### src/rtl/mult_arbiter_pkg.sv
// Shared types and sizing helpers for the multiplier arbiter slice.
package mult_arb_types;

    typedef enum logic [1:0] {
        IDLE,
        ISSUE,
        WAIT,
        RESP
    } arb_state_t;

    localparam int unsigned TIMEOUT_DEF = 64;
    localparam int unsigned CNT_W_DEF   = $clog2(TIMEOUT_DEF);

    function automatic int unsigned cnt_width(input int unsigned timeout);
        return (timeout < 2) ? 1 : $clog2(timeout);
    endfunction

endpackage

### src/rtl/mult_arbiter_rr_picker.sv
// Combinational round-robin picker: first asserted request at or after i_ptr wins.
module rr_picker #(
    parameter int unsigned NUM_REQ = 4,
    parameter int unsigned IDX_W   = 2
) (
    input  logic [NUM_REQ-1:0] i_req,
    input  logic [IDX_W-1:0]   i_ptr,
    output logic [NUM_REQ-1:0] o_onehot,
    output logic [IDX_W-1:0]   o_idx,
    output logic               o_any
);

    localparam int unsigned SUM_W = IDX_W + 1;

    logic [SUM_W-1:0] w_sum;
    logic [IDX_W-1:0] w_cand;

    always_comb begin
        o_onehot = '0;
        o_idx    = '0;
        o_any    = 1'b0;
        w_sum    = '0;
        w_cand   = '0;
        for (int unsigned off = 0; off < NUM_REQ; off++) begin
            w_sum = {1'b0, i_ptr} + SUM_W'(off);
            if (w_sum >= SUM_W'(NUM_REQ)) begin
                w_sum = w_sum - SUM_W'(NUM_REQ);
            end
            w_cand = w_sum[IDX_W-1:0];
            if (!o_any && i_req[w_cand]) begin
                o_any            = 1'b1;
                o_idx            = w_cand;
                o_onehot[w_cand] = 1'b1;
            end
        end
    end

endmodule

### src/rtl/mult_arbiter.sv
// Round-robin arbiter sharing one iterative multiplier among NUM_REQ requesters.
module mult_arbiter
    import mult_arb_types::*;
#(
    parameter int unsigned NUM_REQ = 4,
    parameter int unsigned WIDTH   = 8,
    parameter int unsigned TIMEOUT = 64
) (
    input  logic                       clk,
    input  logic                       reset_n,
    input  logic [NUM_REQ-1:0]         req,
    input  logic [NUM_REQ*WIDTH-1:0]   multiplicand_i,
    input  logic [NUM_REQ*WIDTH-1:0]   multiplier_i,
    output logic [NUM_REQ-1:0]         gnt,
    output logic [NUM_REQ-1:0]         resp_valid,
    output logic [NUM_REQ-1:0]         resp_err,
    output logic [2*WIDTH-1:0]         product_o,
    output logic                       busy,
    input  logic                       m_rdy,
    output logic                       m_start,
    output logic [WIDTH-1:0]           m_multiplicand,
    output logic [WIDTH-1:0]           m_multiplier,
    input  logic                       m_done,
    input  logic [2*WIDTH-1:0]         m_product
);

    localparam int unsigned IDX_W = $clog2(NUM_REQ);
    localparam int unsigned CNT_W = cnt_width(TIMEOUT);

    arb_state_t r_state, w_state_nxt;

    logic [IDX_W-1:0]   r_rr_ptr;
    logic [IDX_W-1:0]   r_win_idx;
    logic [CNT_W-1:0]   r_cnt;
    logic [NUM_REQ-1:0] r_gnt, r_resp_valid, r_resp_err;
    logic [2*WIDTH-1:0] r_product;
    logic               r_busy, r_m_start;
    logic [WIDTH-1:0]   r_m_mcand, r_m_mplier;

    logic [NUM_REQ-1:0] w_pick_oh, w_win_oh;
    logic [IDX_W-1:0]   w_pick_idx;
    logic               w_any_req, w_arb, w_timeout;
    logic [WIDTH-1:0]   w_mcand, w_mplier;
    logic [NUM_REQ-1:0] w_gnt_nxt, w_valid_nxt, w_err_nxt;
    logic               w_start_nxt, w_busy_nxt;

    rr_picker #(
        .NUM_REQ (NUM_REQ),
        .IDX_W   (IDX_W)
    ) u_picker (
        .i_req    (req),
        .i_ptr    (r_rr_ptr),
        .o_onehot (w_pick_oh),
        .o_idx    (w_pick_idx),
        .o_any    (w_any_req)
    );

    assign w_arb     = (r_state == IDLE) && w_any_req && m_rdy;
    // The ISSUE cycle counts as the first waiting cycle, so an abort lands TIMEOUT cycles after m_start.
    assign w_timeout = (r_state == WAIT) && !m_done && (r_cnt == CNT_W'(TIMEOUT - 1));
    assign w_win_oh  = NUM_REQ'(1) << r_win_idx;

    always_comb begin
        w_mcand  = '0;
        w_mplier = '0;
        for (int unsigned i = 0; i < NUM_REQ; i++) begin
            if (w_pick_idx == IDX_W'(i)) begin
                w_mcand  = multiplicand_i[i*WIDTH +: WIDTH];
                w_mplier = multiplier_i[i*WIDTH +: WIDTH];
            end
        end
    end

    always_ff @(posedge clk) begin
        if (!reset_n) begin
            r_state <= IDLE;
        end else begin
            r_state <= w_state_nxt;
        end
    end

    always_comb begin
        w_state_nxt = r_state;
        case (r_state)
            IDLE:    if (w_arb) w_state_nxt = ISSUE;
            ISSUE:   w_state_nxt = WAIT;
            WAIT:    if (m_done || w_timeout) w_state_nxt = RESP;
            RESP:    w_state_nxt = IDLE;
            default: w_state_nxt = IDLE;
        endcase
    end

    always_comb begin
        w_gnt_nxt   = '0;
        w_valid_nxt = '0;
        w_err_nxt   = '0;
        w_start_nxt = 1'b0;
        w_busy_nxt  = (w_state_nxt != IDLE);
        if (w_arb) begin
            w_gnt_nxt   = w_pick_oh;
            w_start_nxt = 1'b1;
        end
        if (r_state == WAIT && m_done) begin
            w_valid_nxt = w_win_oh;
        end
        if (w_timeout) begin
            w_err_nxt = w_win_oh;
        end
    end

    always_ff @(posedge clk) begin
        if (!reset_n) begin
            r_rr_ptr     <= '0;
            r_win_idx    <= '0;
            r_cnt        <= '0;
            r_gnt        <= '0;
            r_resp_valid <= '0;
            r_resp_err   <= '0;
            r_product    <= '0;
            r_busy       <= 1'b0;
            r_m_start    <= 1'b0;
            r_m_mcand    <= '0;
            r_m_mplier   <= '0;
        end else begin
            r_gnt        <= w_gnt_nxt;
            r_resp_valid <= w_valid_nxt;
            r_resp_err   <= w_err_nxt;
            r_m_start    <= w_start_nxt;
            r_busy       <= w_busy_nxt;
            case (r_state)
                IDLE: begin
                    if (w_arb) begin
                        r_win_idx  <= w_pick_idx;
                        r_m_mcand  <= w_mcand;
                        r_m_mplier <= w_mplier;
                        r_cnt      <= '0;
                    end
                end
                ISSUE: r_cnt <= r_cnt + 1'b1;
                WAIT: begin
                    r_cnt <= r_cnt + 1'b1;
                    if (m_done) begin
                        r_product <= m_product;
                    end
                end
                RESP: begin
                    r_rr_ptr <= (r_win_idx == IDX_W'(NUM_REQ - 1)) ? '0 : r_win_idx + 1'b1;
                end
                default: ;
            endcase
        end
    end

    assign gnt            = r_gnt;
    assign resp_valid     = r_resp_valid;
    assign resp_err       = r_resp_err;
    assign product_o      = r_product;
    assign busy           = r_busy;
    assign m_start        = r_m_start;
    assign m_multiplicand = r_m_mcand;
    assign m_multiplier   = r_m_mplier;

endmodule
### config.mk
export PLATFORM = sky130hd
export DESIGN_NAME = mult_arbiter
export DESIGN_NICKNAME = d
export VERILOG_FILES = /design/src/rtl/mult_arbiter_pkg.sv /design/src/rtl/mult_arbiter_rr_picker.sv /design/src/rtl/mult_arbiter.sv
export SDC_FILE = /design/constraint.sdc
export NUM_CORES = 1
export LEC_CHECK = 0
export CELL_PAD_IN_SITES_DETAIL_PLACEMENT = 1
export CELL_PAD_IN_SITES_GLOBAL_PLACEMENT = 1
export CORE_MARGIN = 2
export CORE_UTILIZATION = 36
export CTS_BUF_LIST = sky130_fd_sc_hd__clkbuf_8
export DETAILED_ROUTE_END_ITERATION = 7
export PLACE_DENSITY = 0.86
export SLEW_MARGIN = 10
export SYNTH_ARGS = -nofsm -noshare
export SYNTH_HDL_FRONTEND = slang
export SYNTH_SLANG_ARGS = --single-unit
export TNS_END_PERCENT = 100
### constraint.sdc
create_clock -name clk -period 7.1 [get_ports clk]
set_input_delay 1.065 -clock clk [delete_from_list [all_inputs] [get_ports clk]]
set_output_delay 1.065 -clock clk [all_outputs]
set_load 0.02 [all_outputs]
==> reports/metrics.yaml <==
slowest_stage: "nor2b_4"
num_rows: 37
pre_cts_slack_ns: 2.78
crit_type: "in -> reg"
htree_levels: 3
cts_hold_buf: 0
placed_cell_area_mm2: 0.00510
dieArea_mm2: 0.0114
rsz0062_at_grt: "no"
cp-end-kind: "flip-flop"
first_global_vias: 4156
fin_util_pct: 51.8
clock.fmax_mhz: 250
track_usage_pct: 23.5
hold_end: "product_o[10]"
finalHoldViolCount: 0
synth-seq-area-share_pct: 30.6
antenna_found_initial: 0
tns_ns: 0
leakage_nw: 1.89
status: "finished, final reports clean"
required_ns: 7.32
cts_root_buf: "clkbuf_8"
setup_violations: 0
clk_pin_slew_ns: 0.08
seqPwrFrac_pct: 30.2
whs_path_depth: 2
drive_gt1_share_pct: 6.91
route.detailed.drc: 0
rr_endpoint: "m_multiplier[1]"
wl_um: 13500
design_area_mm2: 0.00533
vdd_drop_max_uv: 129
crit_buf_inv: 1
n_antenna_cell: 0
drtIter0Drc: 252
cts_resized: 0
yosysWarnings: 0
clk_path_buf_depth: 2
synth_edf_count: 0
share_comb_of_total_power_pct: 45.1
setup_ws_ns: 3.10
clock_skew_ns: 0.00989
max_slew.worst_pin.slew_ns: 1.10
r2r_cells: 7
dpl.hpwl_um: 9650
ff2ff_setup_slack_ns: 3.12
grt_max_degree: 55
syn_to_final_growth_pct: 40.6
wl_per_cell_um: 19.3
vias: 4064
total_power_mw: 1.40
slew_violations: 0
cp_top_family: "simple AND/OR/NAND/NOR gates"
cts.sinks: 58
final_cell_mix: "clkdlybuf4s50_1, dfxtp_1, nand2_1"
ys_types: 52
cts_buffers: 9
place_inst: 684
p_int_mw: 0.854
critPathLaunchType: "primary input"
fin_nets: 663
start_util_pct: 36.9
grt_first_pass_wirelength_um: 21300
fin_cells: 700
synth-main-ff-cell: "dfxtp_1"
synth_async_sr_flop_share_pct: 0
via_per_inst: 5.81
min-delay-start: "product_o[10]"
fp.dieW_um: 107
powerDensity_mw_per_mm2: 264
reg2reg_from: "r_rr_ptr[1]"
tritoncts: "built"
gp_congestion: 0.853
layout_min_cycle_time_ns: 4.00
clock_power_share_pct: 24.7
cp_max_fo: 39
cp_slowest_stage_delay_ns: 0.80
crit_arrival_ns: 4.22
synth_seq_cells: 58
final_common_cell: "clkdlybuf4s50_1"
post_cts_buffers: 0
die_h_um: 107
synth_nets: 559
hp-class: "reg -> reg"
power_switching_mw: 0.551
whs_ns: 0.467
netlist_area_mm2: 0.00379
cap_violations: 0
core_area_mm2: 0.0103
pin_count: 134
period_share_pct: 56.3
clock_latency_ns: 0.34
netlist_instances: 455
grt_remaining_overflow: 0
syn_area_per_cell_um2: 8.33
postRouteAntennaNets: 0
first_pass_iters: 4
switching_share_pct: 39.2
max_slew_margin_pct: 26.9
crit_chain: "clkdlybuf4s50_1, mux4_2, nor2b_4, a221o_2, nor2_1, a221o_1"
portBuffers: 133
[Yosys cell counts, types with 8 or more instances]
library cell  count  area, um^2
ha_1             16         200
inv_1            10        37.5
o211ai_1         48         360
o21ai_0          27         135
a21boi_0         16         120
and3_1           20         125
buf_2            14        70.1
a221o_1          17         170
nand2_1          56         210
mux2i_1          10         100
a21oi_1           9        45.0
nand3_1          39         195
nor2_1            8        30.0
clkbuf_1         21        78.8
dfxtp_1          58        1160
[state kept, by name (all words and copies together) (netlist names)]
name,count
busy,1
gnt,4
m_multiplicand,8
m_multiplier,8
m_start,1
product_o,16
r_cnt,6
r_rr_ptr,2
r_state,2
r_win_idx,2
resp_err,4
resp_valid,4
[tightest hold or removal path: cells and delay by family (launching register included)]
family           cells  cell delay (ns)
AND/OR/NAND/NOR      1             0.05
flip-flops           1             0.32
AO/OA/AOI/OAI        1             0.06
[area by class of cell]
type,instances,area [um^2]
well taps,136,170
inverters,11,41.3
clock buffers,9,124
repair buffers,136,1350
multi-input cells,343,2370
clock inverters,7,101
fillers,1213,4950
flip-flops and latches,58,1160
[how the worst max path moves through the flow]
| stage | start | to | slack (ns) | cells after the start |
|---|---|---|---|---|
| after floorplan | req[1] | m_multiplicand[0] | 4.29 | 7 |
| after global placement | req[3] | m_multiplicand[1] | 2.90 | 6 |
| after detailed placement | req[3] | m_multiplier[1] | 2.78 | 6 |
| after CTS | req[2] | m_multiplier[1] | 3.15 | 6 |
| after global routing | r_rr_ptr[1] | m_multiplicand[0] | 2.88 | 7 |
| final | req[2] | m_multiplier[1] | 3.10 | 6 |
[per-layer routing]
metal  share of wire, %  global-route usage (%)  wire length [um]
met1                 44                    30.0              5960
met2                 49                    40.5              6610
met3                5.7                    4.80               768
met4                1.3                    5.66               180
met5                  0                       0                 0
[cells by family (layout without fill, tap and decap cells)]
| family | after synthesis | in the layout | synth area share, % |
|---|---|---|---|
| AO/OA/AOI/OAI | 150 | 150 | 29.5 |
| XOR/XNOR | 4 | 4 | 0.925 |
| adder cells (fa/ha/maj) | 16 | 16 | 5.28 |
| buffers and inverters | 54 | 163 | 6.90 |
| flip-flops | 58 | 58 | 30.6 |
| multiplexers | 20 | 20 | 6.51 |
| AND/OR/NAND/NOR | 153 | 153 | 20.3 |
[power groups by stage]
stage	sequential, mW	clock, mW	combinational [mW]
after global placement	0.430	0	0.608
after detailed placement	0.431	0	0.628
after CTS	0.425	0.355	0.634
final	0.424	0.347	0.634
after global routing	0.432	0.370	0.689
after floorplan	0.476	0	0.352
No activity file was read; power rests on OpenSTA's default activity.
